<file path="config.mk">
export PLATFORM = sky130hd
export DESIGN_NAME = product_packetizer
export DESIGN_NICKNAME = d
export VERILOG_FILES = /design/src/rtl/product_packetizer.sv
export SDC_FILE = /design/constraint.sdc
export NUM_CORES = 1
export LEC_CHECK = 0
export CAP_MARGIN = 10
export CORE_ASPECT_RATIO = 0.7
export CORE_MARGIN = 10
export CORE_UTILIZATION = 51
export DETAILED_ROUTE_END_ITERATION = 12
export GPL_ROUTABILITY_DRIVEN = 1
export PLACE_DENSITY_LB_ADDON = 0.08
export SYNTH_ARGS = -nofsm -noshare
export SYNTH_HDL_FRONTEND = slang
export SYNTH_SLANG_ARGS = --single-unit
</file>
<file path="constraint.sdc">
create_clock -name clk -period 3 [get_ports clk]
set_clock_uncertainty 0.1 [all_clocks]
set_input_delay 0.3 -clock clk [delete_from_list [all_inputs] [get_ports clk]]
set_output_delay 0.3 -clock clk [all_outputs]
set_load 0.03 [all_outputs]
</file>
<file path="src/rtl/product_packetizer.sv">
// product_packetizer: accumulates multiplier products into a dot product and emits it as a head/tail NoC packet
module product_packetizer #(
  parameter int ACC_W = 40,
  parameter logic [7:0] SRC_ID = 8'h00
) (
  input  logic        clk,
  input  logic        rst,
  input  logic        prod_valid,
  input  logic [31:0] product,
  input  logic        prod_last,
  input  logic [7:0]  dest_id,
  output logic [33:0] flit_out,
  output logic        flit_valid,
  input  logic        flit_ready,
  output logic        busy,
  output logic        drop_err
);
  typedef enum logic [1:0] {IDLE, HEAD, TAIL} state_t;
  state_t state_q;
  logic [ACC_W-1:0] acc_q, sum_d;
  logic [7:0] cnt_q, n_d, dest_q;
  logic [31:0] data_q;
  logic [33:0] flit_q, head_d;
  logic valid_q, drop_q, sat_d, cap_d;
  // Next sum and term count, plus whether a finished sum can be taken by the output side
  always_comb begin
    sum_d = acc_q + {{(ACC_W-32){1'b0}}, product};
    n_d = (cnt_q == 8'hFF) ? 8'hFF : cnt_q + 8'd1;
    sat_d = |sum_d[ACC_W-1:32];
    cap_d = prod_valid & prod_last & ((state_q == IDLE) | ((state_q == TAIL) & flit_ready));
    head_d = {2'b01, dest_id, SRC_ID, n_d, sat_d, 7'b0};
  end
  // Accumulator, result capture and the head/tail output FSM with registered flit outputs
  always_ff @(posedge clk) begin
    if (rst) begin
      acc_q <= '0;
      cnt_q <= '0;
      state_q <= IDLE;
      flit_q <= '0;
      valid_q <= 1'b0;
      drop_q <= 1'b0;
      dest_q <= '0;
      data_q <= '0;
    end else begin
      if (prod_valid) begin
        acc_q <= prod_last ? '0 : sum_d;
        cnt_q <= prod_last ? 8'd0 : n_d;
      end
      if (prod_valid & prod_last & !cap_d) drop_q <= 1'b1;
      if (cap_d) begin
        dest_q <= dest_id;
        data_q <= sat_d ? 32'hFFFF_FFFF : sum_d[31:0];
      end
      case (state_q)
        IDLE: if (cap_d) begin
          state_q <= HEAD;
          flit_q <= head_d;
          valid_q <= 1'b1;
        end
        HEAD: if (flit_ready) begin
          state_q <= TAIL;
          flit_q <= {2'b11, data_q};
        end
        TAIL: if (flit_ready) begin
          state_q <= cap_d ? HEAD : IDLE;
          flit_q <= cap_d ? head_d : flit_q;
          valid_q <= cap_d;
        end
        default: state_q <= IDLE;
      endcase
    end
  end
  assign flit_out = flit_q;
  assign flit_valid = valid_q;
  assign drop_err = drop_q;
  assign busy = (state_q != IDLE) | (cnt_q != 8'd0);
endmodule

</file>
==> results of run 1 <==
## repair_timing
| item | CTS | global route |
|---|---|---|
| setup endpoints to repair | 38 | 46 |
| pin swaps | 4 | 3 |
| cloned | 1 | 0 |
| setup buffers | 5 | 3 |
| resized for setup | 17 | 27 |
## state kept, by name, summed over array words and instances, names as in the netlist
register,flops
flit_out,34
cnt_q,8
acc_q,40
data_q,32
flit_valid,1
drop_err,1
state_q,2
## cell usage after synthesis (6+ instances only)
cell type	n	area, um^2
a211oi_1	6	45.0
a21o_1	7	52.6
a21oi_1	103	515
a311oi_1	41	359
and3_1	9	56.3
buf_2	13	65.1
clkbuf_1	40	150
dfxtp_1	118	2360
ha_1	34	425
inv_1	16	60.1
nand2_1	93	349
nand3_1	34	170
nand4_1	17	106
nor2_1	113	424
nor2b_1	24	150
nor3_1	18	90.1
o211ai_1	11	82.6
o21ai_0	33	165
o21bai_1	6	45.0
o2bb2ai_1	21	184
xnor2_1	15	131
xor2_1	18	158
## power breakdown
| part | total, mW | switching [mW] | internal (mW) |
|---|---|---|---|
| clock network | 2.22 | 0.819 | 1.40 |
| logic | 1.17 | 0.618 | 0.548 |
| registers | 1.71 | 0.0529 | 1.65 |
| total | 5.09 | 1.49 | 3.60 |
## path summary, 6_finish.rpt
check,from,endpoint,depth (start not counted)
hold / removal,rst,acc_q[12]$_SDFFE_PP0P_,2
hold reg to reg,flit_out[12]$_SDFFE_PP0P_,flit_out[12]$_SDFFE_PP0P_,2
setup / recovery,acc_q[0]$_SDFFE_PP0P_,data_q[16]$_SDFFE_PP0P_,13
setup reg to reg,acc_q[0]$_SDFFE_PP0P_,data_q[16]$_SDFFE_PP0P_,13
## logic make-up after synthesis
logic type               count (synthesis)
AND/OR/NAND/NOR                        338
AO/OA/AOI/OAI                          276
flip-flops                             118
buffers and inverters                   79
adder cells (fa/ha/maj)                 35
XOR/XNOR                                33
multiplexers                             1
## layer usage
metal	wire [um]	up-vias	track usage [%]
li1	-	3672	-
met1	11100	3583	33.5
met2	10400	346	39.3
met3	1780	47	4.96
met4	454	0	8.63
met5	0	-	0
## critical path, cell delays in order, from the launching register on
cell	delay, ns
dfxtp_2	0.35
ha_4	0.15
inv_2	0.04
fa_2	0.33
and2b_1	0.23
o2111ai_2	0.14
a211o_4	0.39
a211oi_4	0.27
nor3_2	0.08
a2111oi_2	0.35
nand4_1	0.23
nor2_4	0.20
buf_12	0.19
a311oi_1	0.12
## stage by stage
step                      instance area [um^2]  cells  utilization [%]  setup slack (ns)
final                                     9900   1305             75.1            -0.349
after CTS                                 9750   1302             74.0            -0.300
after detailed placement                  9030   1265             68.5            -0.838
after floorplan                           6870    880                -            0.0228
after global routing                      9900   1305             75.1            -0.493
after global placement                    9030   1265             68.5            -0.775
## final cells by class
| class | instances | area (um^2) | area share, % |
|---|---|---|---|
| clock buffers | 17 | 425 | 4.30 |
| clock inverters | 14 | 200 | 2.02 |
| inverters | 17 | 63.8 | 0.645 |
| multi-input cells | 683 | 4330 | 43.8 |
| flip-flops and latches | 118 | 2360 | 23.9 |
| well taps | 185 | 231 | 2.34 |
| repair buffers | 271 | 2280 | 23.0 |
==> flow_summary_export.csv, run 1 <==
group,metric,value,unit
logic_synthesis,synth_compound_area_share,27.1,%
logic_synthesis,synth_cell_type_count,68,
power_and_ir_drop,peakVddDrop,0.000411,V
clocking,cts_buffers,17,
cells_and_area,fillers,970,
power_and_ir_drop,p_leak,3.98,nW
routing,drt-vias-per-instance,5.86,
timing,rsz0062_at_grt,"yes",
placement,gp_congestion,0.991,
logic_synthesis,ys_ff_latch,118,
setup_path,cp.required,3.16,ns
timing,final_hold_viol_count,0,
floorplan,num_io_pins,82,
global_route,grt_max_degree,72,
logic_synthesis,synth_edf_count,0,
routing,wl,23800,um
logic_synthesis,synth_mux_area_share,0.146,%
power_and_ir_drop,power_density,514,mW/mm^2
timing,tightestPinTransition,0.824,ns
floorplan,die_w,159,um
run_status,violations,"negative setup slack",
setup_path,critPathArrivalTime,3.51,ns
floorplan,chipHeight,117,um
logic_synthesis,synth.avg_cell_area,7.80,um^2
routing,num_vias,7648,
global_route,antenna_found_initial,0,
clocking,clockBufferDepth,2,
timing,maxSlewViolCount,0,
logic_synthesis,synthXorXnorAreaFrac,4.21,%
clocking,clk_pin_slew_worst_paths,0.06,ns
logic_synthesis,async_flop_share,0,%
global_route,grtUsageTotal,24.9,%
cells_and_area,diodes,0,
min_path,hp-class,"in -> reg",
clocking,clk_latency,0.43,ns
cells_and_area,area_growth,44.1,%
floorplan,core,0.0132,mm^2
timing,max_freq,299,MHz
timing,fin_ws,-0.349,ns
timing,holdWs,0.344,ns
setup_path,r2r_slack,-0.35,ns
setup_path,start_kind,"flip-flop",
logic_synthesis,synth-main-ff-cell,"dfxtp_1",
cells_and_area,mostFrequentLayoutCell,"buf_4",
cells_and_area,nets,1188,
setup_path,crit_type,"reg -> reg",
placement,io_buffers,81,
power_and_ir_drop,fin_total_pwr,5.09,mW
timing,slew_headroom,45.0,%
routing,route.detailed.wl_per_inst,18.2,um
clocking,root_buffer,"clkbuf_16",
floorplan,row_count,35,
timing,setup_violations,34,
logic_synthesis,synth_top_family_by_area,"compound AO/OA/AOI/OAI gates",
clocking,cts_max_level,4,
floorplan,initial_core_util,52.1,%
logic_synthesis,synthCells,880,
routing,drtIter0Drc,738,
routing,antenna_left,0,
job,maxCapViolCount,0,
global_route,grt_overflow,0,
logic_synthesis,syn_nets,960,
clocking,cts_tree,"built",
logic_synthesis,synth_fa_ha_area_share,6.49,%
logic_synthesis,yosysWarnings,0,
run_status,status,"finished with violations",
logic_synthesis,netlist_area,0.00687,mm^2
logic_synthesis,synth_seq_area_share,34.4,%
routing,dr.pass1.iters,6,
timing,fin_setup_tns,-9.84,ns
setup_path,crit_fanout,23,
logic_synthesis,yosys.area_share.simple,22.7,%
placement,dp_hpwl,17500,um
clocking,clock_sink_count,118,
cells_and_area,layout_common_cells,"buf_4 (185), dfxtp_1 (117), nor2_1 (112)",
timing,period_minus_slack,3.35,ns
cells_and_area,drive_above_1_share,23.8,%
floorplan,die-area,0.0186,mm^2
routing,drcViolationCount,0,
global_route,grt_pass1_wl,37900,um
timing,fin_crit_sh,112,%
clocking,postCtsHoldBufs,0,
setup_path,critical_path.endpoint_type,"flip-flop",
global_route,grt_pass1_vias,7341,
No activity file was read; power rests on OpenSTA's default activity.
==> run 2: changes to the inputs <==
--- a/config.mk
+++ b/config.mk
@@ -6,9 +6,11 @@
 export NUM_CORES = 1
 export LEC_CHECK = 0
 export CAP_MARGIN = 10
+export CELL_PAD_IN_SITES_DETAIL_PLACEMENT = 0
+export CELL_PAD_IN_SITES_GLOBAL_PLACEMENT = 1
 export CORE_ASPECT_RATIO = 0.7
 export CORE_MARGIN = 10
-export CORE_UTILIZATION = 51
+export CORE_UTILIZATION = 38
 export DETAILED_ROUTE_END_ITERATION = 12
 export GPL_ROUTABILITY_DRIVEN = 1
 export PLACE_DENSITY_LB_ADDON = 0.08
==> constraint.sdc (replaced) <==
create_clock -name clk -period 3 [get_ports clk]
set_clock_uncertainty 0.1 [all_clocks]
set_input_delay 0.3 -clock clk [delete_from_list [all_inputs] [get_ports clk]]
set_output_delay 0.3 -clock clk [all_outputs]
set_load 0.005 [all_outputs]
==> flow_summary_export.csv, run 2 (synthesis gave the netlist of run 1 again) <==
group,metric,value,unit
run_status,status,"finished with violations",
run_status,violations,"negative setup slack",
setup_path,start_kind,"flip-flop",
setup_path,slowest_stage,"a2111oi_2",
timing,rsz0062_at_grt,"yes",
floorplan,die_w,181,um
timing,max_freq,300,MHz
setup_path,crit_type,"reg -> reg",
global_route,grtUsageTotal,20.2,%
floorplan,core,0.0179,mm^2
cells_and_area,drive_above_1_share,23.7,%
routing,dr.pass1.iters,5,
clocking,clk_latency,0.42,ns
global_route,grt_max_degree,63,
clocking,cts_tree,"built",
setup_path,cpPeakStageDelay,0.37,ns
power_and_ir_drop,power_density,497,mW/mm^2
routing,drcViolationCount,0,
cells_and_area,stdcell_area,0.00993,mm^2
min_path,hp-class,"in -> reg",
setup_path,crit_fanout,32,
setup_path,critPathArrivalTime,3.50,ns
timing,tightestPinTransition,0.578,ns
timing,setup_violations,36,
timing,fin_crit_sh,111,%
placement,gp_congestion,0.962,
routing,num_vias,7462,
global_route,grt_pass1_vias,7335,
placement,dp_hpwl,18900,um
setup_path,crit_chain,"ha_4, inv_2, fa_2, and2b_1, o2111ai_2, a211o_1, buf_6, a211oi_4, nor3_2, a2111oi_2, nand4_1, nor2_4, buf_12, a311oi_1",
timing,slew_headroom,61.5,%
setup_path,path_buf_inv,3,
routing,drt-vias-per-instance,5.51,
routing,antenna_left,0,
timing,fin_ws,-0.333,ns
cells_and_area,largest_reg_flops,40,
cells_and_area,top_register,"acc_q",
job,maxCapViolCount,0,
floorplan,row_count,41,
timing,maxSlewViolCount,0,
clocking,clockBufferDepth,2,
routing,route.detailed.wl_per_inst,18.2,um
setup_path,critPathTopFamily,"compound AO/OA/AOI/OAI gates",
global_route,grt_pass1_wl,39700,um
placement,io_buffers,81,
timing,period_minus_slack,3.33,ns
floorplan,initial_core_util,38.4,%
cells_and_area,diodes,0,
cells_and_area,layout_common_cells,"buf_4 (184), dfxtp_1 (117), nor2_1 (111)",
routing,drtIter0Drc,585,
floorplan,num_io_pins,82,
power_and_ir_drop,peakVddDrop,0.000359,V
timing,final_hold_viol_count,0,
cells_and_area,mostFrequentLayoutCell,"buf_4",
floorplan,die-area,0.0239,mm^2
clocking,cts_buffers,17,
clocking,cts_max_level,4,
cells_and_area,nets,1186,
clocking,clk_pin_slew_worst_paths,0.06,ns
cells_and_area,area_growth,44.6,%
clocking,clock_sink_count,118,
setup_path,cp.required,3.16,ns
placement,placed_area,0.00910,mm^2
clocking,root_buffer,"clkbuf_16",
setup_path,critical_path.endpoint_type,"flip-flop",
global_route,grt_overflow,0,
floorplan,chipHeight,132,um
global_route,antenna_found_initial,0,
routing,wl,24600,um
placement,dp_slack,-0.969,ns
power_and_ir_drop,p_leak,3.95,nW
[run 2: changes by cell type in the layout (fill, tap and decap cells not counted), moves of 2 or more]
cell,previous run,this run
clkinvlp_4,0,2
inv_6,4,2
nor3_1,17,15
nor3_2,1,3
nor4_1,2,4
[run 2: worst paths after layout]
check	start	end	slack (ns)	cells past startpoint
min	rst	acc_q[5]$_SDFFE_PP0P_	0.24	2
min reg2reg	flit_out[10]$_SDFFE_PP0P_	flit_out[10]$_SDFFE_PP0P_	0.35	2
max	acc_q[0]$_SDFFE_PP0P_	data_q[2]$_SDFFE_PP0P_	-0.33	14
max reg2reg	acc_q[0]$_SDFFE_PP0P_	data_q[2]$_SDFFE_PP0P_	-0.33	14
[run 2: per-layer routing]
layer	routed length [um]	vias up	global-route usage (%)
met1	12700	3545	29.3
li1	-	3664	-
met5	0	-	0
met3	1330	32	3.90
met4	473	0	5.72
met2	10100	221	29.4
[run 2: cell type report]
| type | count | area (um^2) |
|---|---|---|
| flip-flops and latches | 118 | 2360 |
| repair buffers | 269 | 2250 |
| clock buffers | 17 | 425 |
| inverters | 17 | 63.8 |
| fillers | 1671 | 7970 |
| multi-input cells | 683 | 4350 |
| well taps | 236 | 295 |
| clock inverters | 14 | 176 |
[run 2: timing repair]
| item | 4_1_cts | 5_1_grt |
|---|---|---|
| gates resized for setup | 20 | 27 |
| setup endpoints to repair | 38 | 46 |
| pin swaps | 8 | 12 |
| setup buffers | 3 | 2 |
| hold buffers | 0 | 0 |
[run 2: power breakdown]
part	switching, mW	internal [mW]	total [mW]
Sequential	0.0525	1.65	1.71
Clock	0.803	1.31	2.11
Combinational	0.575	0.543	1.12
[run 2: through the flow]
stage / TNS [ns] / cells / hold slack, ns / utilization (%) / total power [mW]
floorplan: 0 / 880 / 0.332 / - / 2.25
global placement: -30.92 / 1319 / 0.343 / 50.8 / 2.80
detailed placement: -35.38 / 1319 / 0.346 / 50.8 / 2.81
CTS: -8.82 / 1352 / 0.240 / 54.8 / 4.94
global route: -16.17 / 1354 / 0.268 / 55.5 / 5.16
finish: -10.59 / 1354 / 0.242 / 55.5 / 4.94
==> run 3: changes to the inputs <==
--- a/config.mk
+++ b/config.mk
@@ -13,7 +13,9 @@
 export CORE_UTILIZATION = 38
 export DETAILED_ROUTE_END_ITERATION = 12
 export GPL_ROUTABILITY_DRIVEN = 1
+export GPL_TIMING_DRIVEN = 0
 export PLACE_DENSITY_LB_ADDON = 0.08
+export SETUP_SLACK_MARGIN = 0.15
 export SYNTH_ARGS = -nofsm -noshare
 export SYNTH_HDL_FRONTEND = slang
 export SYNTH_SLANG_ARGS = --single-unit
==> flow_summary_export.csv, run 3 (synthesis gave the netlist of run 1 again) <==
group,metric,value,unit
run_status,status,"finished with violations",
run_status,violations,"negative setup slack",
cells_and_area,fillers,1779,
cells_and_area,area_growth,35.1,%
power_and_ir_drop,power_density,510,mW/mm^2
setup_path,crit_type,"reg -> reg",
power_and_ir_drop,switching_power,1.47,mW
setup_path,start_kind,"flip-flop",
setup_path,r2r_slack,-0.30,ns
timing,fin_ws,-0.296,ns
cells_and_area,diodes,0,
min_path,hold_path_depth,2,
min_path,holdPathEnd,"acc_q[13]$_SDFFE_PP0P_",
power_and_ir_drop,internal_power,3.27,mW
timing,setup_violations,38,
power_and_ir_drop,p_comb_share,20.7,%
routing,route.detailed.wl_per_inst,20.2,um
floorplan,num_io_pins,82,
placement,dp_hpwl,18900,um
job,maxCapViolCount,0,
timing,fin_setup_tns,-9.51,ns
routing,antenna_left,0,
setup_path,reg2reg_to,"data_q[17]$_SDFFE_PP0P_",
global_route,grt_pass1_wl,39200,um
floorplan,die_w,181,um
clocking,cts_buffers,17,
clocking,root_buffer,"clkbuf_16",
clocking,clk_latency,0.43,ns
floorplan,chipHeight,132,um
global_route,grt_max_degree,17,
routing,drtIter0Drc,602,
cells_and_area,stdcell_area,0.00928,mm^2
setup_path,reg2reg_depth,15,
clocking,clk_pin_slew_worst_paths,0.06,ns
power_and_ir_drop,swShare,31.0,%
clocking,clock_sink_count,118,
cells_and_area,layout_common_cells,"dfxtp_1 (117), nor2_1 (109), nand2_1 (89)",
global_route,grt_pass1_vias,6757,
timing,max_freq,303,MHz
global_route,grt_overflow,0,
power_and_ir_drop,p_leak,3.40,nW
cells_and_area,top_register,"acc_q",
clocking,cts_max_level,4,
setup_path,crit_fanout,5,
placement,io_buffers,80,
cells_and_area,seq_area,0.00236,mm^2
timing,final_hold_viol_count,0,
global_route,grtUsageTotal,20.4,%
routing,dr.pass1.iters,5,
min_path,hp-class,"in -> reg",
floorplan,core,0.0179,mm^2
timing,holdWs,0.312,ns
cells_and_area,mostFrequentLayoutCell,"dfxtp_1",
global_route,antenna_found_initial,0,
setup_path,reg2reg_from,"acc_q[0]$_SDFFE_PP0P_",
cells_and_area,nets,1085,
cells_and_area,multi_input_comb_area,0.00466,mm^2
setup_path,critPathArrivalTime,3.48,ns
timing,maxSlewViolCount,0,
placement,placed_area,0.00799,mm^2
clocking,clockBufferDepth,2,
power_and_ir_drop,power_frac_seq,36.0,%
floorplan,initial_core_util,38.4,%
cells_and_area,largest_reg_flops,40,
routing,drcViolationCount,0,
routing,wl,25300,um
routing,drt-vias-per-instance,5.67,
timing,fin_crit_sh,110,%
cells_and_area,drive_above_1_share,15.4,%
timing,tightestPinTransition,0.905,ns
routing,num_vias,7100,
timing,rsz0062_at_grt,"yes",
placement,gp_congestion,0.896,
power_and_ir_drop,peakVddDrop,0.000315,V
timing,period_minus_slack,3.30,ns
setup_path,critical_path.endpoint_type,"flip-flop",
power_and_ir_drop,p_clk_share,43.3,%
min_path,hold_start,"rst",
floorplan,die-area,0.0239,mm^2
floorplan,row_count,41,
clocking,cts_tree,"built",
timing,slew_headroom,39.7,%
setup_path,cp.required,3.18,ns
run 3: final cells by class:
class                           count  area share, %
Sequential cell                   118           25.5
Clock buffer                       17           4.58
Timing Repair Buffer              106           11.0
Buffer                             62           3.26
Multi-Input combinational cell    683           50.2
Clock inverter                     14           1.63
Inverter                           17          0.688
Tap cell                          236           3.18
run 3: metrics by stage:
step,cells,utilization [%],power [mW],setup WS (ns)
after floorplan,880,-,2.25,0.0762
after global placement,1196,44.6,2.59,-1.24
after detailed placement,1196,44.6,2.59,-1.24
after CTS,1242,49.7,4.68,-0.416
after global routing,1253,51.8,4.92,-0.485
final,1253,51.8,4.73,-0.296
run 3: worst max path at each step:
stage	start	endpoint	slack, ns
3_5_place_dp	product[0]	data_q[30]$_SDFFE_PP0P_	-1.24
2_1_floorplan	acc_q[0]$_SDFFE_PP0P_	data_q[23]$_SDFFE_PP0P_	0.08
4_1_cts	acc_q[0]$_SDFFE_PP0P_	data_q[0]$_SDFFE_PP0P_	-0.42
3_3_place_gp	product[0]	data_q[30]$_SDFFE_PP0P_	-1.24
6_report	acc_q[0]$_SDFFE_PP0P_	data_q[17]$_SDFFE_PP0P_	-0.30
5_1_grt	acc_q[0]$_SDFFE_PP0P_	data_q[21]$_SDFFE_PP0P_	-0.48
run 3: power groups by stage:
stage / combinational [mW] / clock [mW] / sequential [mW]
final: 0.978 / 2.05 / 1.71
after global placement: 0.855 / 0 / 1.74
after global routing: 1.06 / 2.15 / 1.71
after floorplan: 0.528 / 0 / 1.72
after CTS: 0.911 / 2.06 / 1.71
after detailed placement: 0.851 / 0 / 1.74
run 3: per-layer routing:
layer,track usage (%),up-vias,share of wire [%],wire length [um]
met2,28.3,214,40,10100
met4,4.32,0,0.86,218
li1,-,3467,-,-
met5,0,-,0,0
met1,30.9,3403,53,13300
met3,4.39,16,6.4,1630
run 3: repair_timing:
item                                    in CTS  in global routing
pin swaps                                   19                 32
buffers inserted                            12                 11
cloned                                       3                  0
endpoints found under the setup margin      54                 55
hold buffers                                 0                  0
resized for setup                           48                 68
endpoints found under the hold margin        0                  0
run 3: critical path, cell delays in order, from the launching register on:
cell and delay (ns):
dfxtp_2 0.35, ha_4 0.13, inv_2 0.03, fa_2 0.34
and2b_1 0.24, o2111ai_2 0.12, a211o_1 0.35, a211oi_4 0.33
nor3_2 0.09, a2111oi_2 0.31, nand4_1 0.12, buf_4 0.18
nor2_4 0.11, buf_6 0.14, buf_6 0.12, a311oi_1 0.08
